### src/rtl/cpu_pkg.sv
// Shared CPU constants: FSM state encoding, ALU op codes and the default datapath width.
package cpu_pkg;

    localparam int DATA_W_DEF = 8;

    localparam logic [1:0] ST_IDLE = 2'd0;
    localparam logic [1:0] ST_EXEC = 2'd1;
    localparam logic [1:0] ST_WB   = 2'd2;

    localparam logic OP_ADD = 1'b0;
    localparam logic OP_SUB = 1'b1;

endpackage

### src/rtl/alu_operand_seq.sv
// Accumulator/operand stage around the registered add/sub ALU: holds A and B, runs
// one ALU cycle per start, writes the registered result back into A and raises flags.
module alu_operand_seq
    import cpu_pkg::*;
#(
    parameter int              DATA_W  = DATA_W_DEF,
    parameter logic [DATA_W-1:0] ACC_RST = '0,
    parameter int              CNT_W   = 8
) (
    input  logic              clk,
    input  logic              rst,
    input  logic [DATA_W-1:0] bus_in,
    input  logic              load_a,
    input  logic              load_b,
    input  logic              start,
    input  logic              op_sub,
    input  logic [DATA_W-1:0] alu_res,
    output logic [DATA_W-1:0] opA,
    output logic [DATA_W-1:0] opB,
    output logic              sel,
    output logic [DATA_W-1:0] acc_out,
    output logic              busy,
    output logic              done,
    output logic              flag_z,
    output logic              flag_n,
    output logic [CNT_W-1:0]  op_cnt
);

    logic [1:0]        state;
    logic [DATA_W-1:0] reg_a;
    logic [DATA_W-1:0] reg_b;
    logic              sel_q;
    logic              done_q;
    logic              z_q;
    logic              n_q;
    logic [CNT_W-1:0]  cnt_q;

    // The unreachable encoding 2'd3 falls into the default arm and behaves as IDLE.
    always_ff @(posedge clk or posedge rst) begin
        if (rst) begin
            state  <= ST_IDLE;
            reg_a  <= ACC_RST;
            reg_b  <= ACC_RST;
            sel_q  <= OP_ADD;
            done_q <= 1'b0;
            z_q    <= 1'b0;
            n_q    <= 1'b0;
            cnt_q  <= '0;
        end else begin
            done_q <= 1'b0;
            case (state)
                ST_EXEC: begin
                    state <= ST_WB;
                end
                ST_WB: begin
                    reg_a  <= alu_res;
                    z_q    <= (alu_res == '0);
                    n_q    <= alu_res[DATA_W-1];
                    cnt_q  <= cnt_q + CNT_W'(1);
                    done_q <= 1'b1;
                    state  <= ST_IDLE;
                end
                default: begin
                    if (load_a) reg_a <= bus_in;
                    if (load_b) reg_b <= bus_in;
                    if (start) begin
                        sel_q <= op_sub;
                        state <= ST_EXEC;
                    end else begin
                        state <= ST_IDLE;
                    end
                end
            endcase
        end
    end

    assign opA     = reg_a;
    assign opB     = reg_b;
    assign sel     = sel_q;
    assign acc_out = reg_a;
    assign busy    = (state == ST_EXEC) || (state == ST_WB);
    assign done    = done_q;
    assign flag_z  = z_q;
    assign flag_n  = n_q;
    assign op_cnt  = cnt_q;

endmodule

### config.mk
export PLATFORM = sky130hd
export DESIGN_NAME = alu_operand_seq
export DESIGN_NICKNAME = d
export VERILOG_FILES = /design/src/rtl/cpu_pkg.sv /design/src/rtl/alu_operand_seq.sv
export SDC_FILE = /design/constraint.sdc
export NUM_CORES = 1
export LEC_CHECK = 0
export CORE_UTILIZATION = 39
export CTS_BUF_LIST = sky130_fd_sc_hd__clkbuf_4
export DETAILED_ROUTE_END_ITERATION = 12
export PLACE_DENSITY = 0.85
export SLEW_MARGIN = 20
export SYNTH_ARGS = -nofsm -noshare
export SYNTH_HDL_FRONTEND = slang
export SYNTH_SLANG_ARGS = --single-unit
### constraint.sdc
create_clock -name clk -period 1.3 [get_ports clk]
set_input_delay 0.13 -clock clk [delete_from_list [all_inputs] [get_ports clk]]
set_output_delay 0.13 -clock clk [all_outputs]
set_load 0.02 [all_outputs]
==> impl_metrics.ini <==
[power_and_ir_drop]
p_per_area_nw_per_um2 = 2340
ir_drop_mv = 1.18
p_leak_nw = 0.984

[place]
dp_hpwl_mm = 2.45
dp_cells = 220
io_buffers = 58
place_area_um2 = 2020
gp_congestion = 0.822

[floorplan]
die_y_um = 61.9
initial_core_util_pct = 41.3
die_area_um2 = 3840
placementRows = 21
io_pins = 59
die_w_um = 61.9
core_area_um2 = 3390

[global_route]
grt_pass1_vias = 1169
grt-ovfl-total = 0
grt_start_max_net_pins = 31
grt_pass1_wl_mm = 4.97
antenna_found_initial = 0
grtUsageTotal_pct = 18.6

[critical_path]
critPathArrivalTime_ps = 1210
cp-end-kind = output pin
required_ps = 1170
critPathSlowestCell = dfrtp_1
critPathBufInv = 2
cp_max_fo = 3
path_delay_family = flip-flops
slowest_delay_ps = 430
rrSetupSlack_ps = -20
critical_path_class = flop to output pin
cp-start-kind = flop
path_cells = ha_4 -> inv_2 -> buf_6

[cells_and_area]
final_common_cell = dlygate4sd2_1
layout-drive-gt1-share_pct = 27.2
final_cells = 230
nets = 209
area_delta_synth_final_pct = 51.0
layout_common_cells = dlygate4sd2_1, dfrtp_1, clkdlybuf4s50_1
fin_area_um2 = 2120
insertedDiodeCount = 0

[run]
cap_violations = 0

[cts]
cts_hold_buf = 0
clockBufferDepth = 2
clkTransAtPathRegs_ps = 100
root_buffer = clkbuf_4
cts_max_level = 2
insertion_delay_ps = 330
cts_tree = yes
cts.sinks = 30
cts_buffers = 5

[sta]
slew_headroom_pct = 75.0
finalCriticalPeriod_ps = 1340
hold_viol = 0
timing.final.crit_share_pct = 103
tightest_slew_ps = 375
setup_tns_ps = -133
worst_slack_ps = -42.8
max_freq_mhz = 745
final_max_slew_viol_count = 0
setup_viol = 9
finalClockSkew_ps = 6.92
rsz0062_at_grt = true

[synth]
synthCells = 119
ys_seq_area_share_pct = 53.6
ys_seq_elements = 30
ys_warn_count = 0
synth.avg_cell_area_um2 = 11.8
synth_nets = 145
syn_area_um2 = 1400
ys_types = 27

[worst_hold_path]
hp-class = input pin to asynchronous set/reset pin

[detailed_routing]
post_drt_wl_per_cell_um = 14.1
via_count = 1156
ant_nets = 0
drtIter0Drc = 48
drt_drc_violations_left = 0
drt_pass1_iterations = 4
viasPerCell = 5.03
routed_wl_mm = 3.25

[run_status]
violations = negative setup slack
outcome = finished, violations left
-- Yosys cell counts --
| cell | n | area share, % |
|---|---|---|
| a22oi_1 | 7 | 3.7 |
| buf_2 | 1 | 0.36 |
| a21oi_1 | 8 | 2.9 |
| nand4_1 | 2 | 0.89 |
| and3_1 | 1 | 0.45 |
| and2_1 | 1 | 0.45 |
| xnor2_1 | 4 | 2.5 |
| nand4_4 | 1 | 1.5 |
| nand2_1 | 4 | 1.1 |
| clkbuf_1 | 1 | 0.27 |
| nor2_1 | 2 | 0.54 |
| and2b_1 | 1 | 0.54 |
| and2b_4 | 1 | 0.71 |
| o21ai_0 | 9 | 3.2 |
| xor2_1 | 3 | 1.9 |
| inv_1 | 5 | 1.3 |
| nor3_2 | 1 | 0.71 |
| and3b_1 | 1 | 0.63 |
| nor2b_1 | 7 | 3.1 |
| buf_6 | 1 | 0.80 |
| mux2_2 | 11 | 8.8 |
| o21ai_1 | 1 | 0.36 |
| nor4_1 | 2 | 0.89 |
| nand3_1 | 1 | 0.36 |
| buf_4 | 9 | 4.8 |
| dfrtp_1 | 30 | 54 |
| ha_1 | 4 | 3.6 |
-- layout make-up --
class	count	area [um^2]
fillers	298	1270
well taps	46	57.6
clock buffers	6	45.0
flip-flops and latches	30	751
repair buffers	69	617
clock inverters	2	8.76
multi-input cells	72	616
inverters	5	21.3
-- flip-flops by register name, indices dropped and copies added, names as in the netlist --
| register | count |
|---|---|
| sel | 1 |
| flag_z | 1 |
| flag_n | 1 |
| op_cnt | 8 |
| acc_out | 8 |
| state | 2 |
| opB | 8 |
| done | 1 |
-- through the flow --
step / setup WS, ps / hold slack (ps) / power, mW / util, %
2_1_floorplan: -9.90 / 221 / 3.31 / -
3_3_place_gp: -163 / 459 / 4.46 / 59.7
3_5_place_dp: -196 / 460 / 4.56 / 59.7
4_1_cts: -46.5 / 168 / 4.92 / 61.5
5_1_grt: -84.6 / 197 / 5.30 / 62.4
6_report: -42.8 / 161 / 4.94 / 62.4
-- report_power, final --
group	switching, mW	total [mW]	leakage, nW	internal (mW)
registers	0.311	1.65	0.370	1.33
clock network	0.317	0.541	0.0331	0.224
logic	1.47	2.75	0.580	1.28
-- routing by layer --
metal	global-route usage, %	wire length [um]
met1	20.8	1360
met3	7.25	258
met4	7.30	41
met2	31.6	1590
met5	0	0
-- what timing repair did --
action	CTS	global route
resized for setup	56	17
setup endpoints to repair	55	20
setup buffers	1	1
pin swaps	4	4
-- cells by family after synthesis --
kind of cell | after synthesis | share of synthesized area (%)
multiplexers | 11 | 8.84
buffers and inverters | 17 | 7.59
flip-flops | 30 | 53.6
adder cells (fa/ha/maj) | 4 | 3.57
AO/OA/AOI/OAI | 25 | 10.2
XOR/XNOR | 7 | 4.38
AND/OR/NAND/NOR | 25 | 11.9
-- final timing paths --
path | startpoint | to | cells past startpoint
max | state[1] | busy | 3
min | rst | opB[1] | 3
max reg2reg | state[1] | acc_out[0] | 6
min reg2reg | op_cnt[7] | op_cnt[7] | 1
max in group asynchronous | rst | opB[0] | 3
min in group clk | start | state[0] | 2
-- worst register-to-register path, stage by stage, from the launching register on --
cell     delay [ps]
dfrtp_1         410
buf_6           120
inv_4            30
ha_4            160
and2b_4         330
a21oi_2          70
o21ai_1         130
No activity file was read; power rests on OpenSTA's default activity.
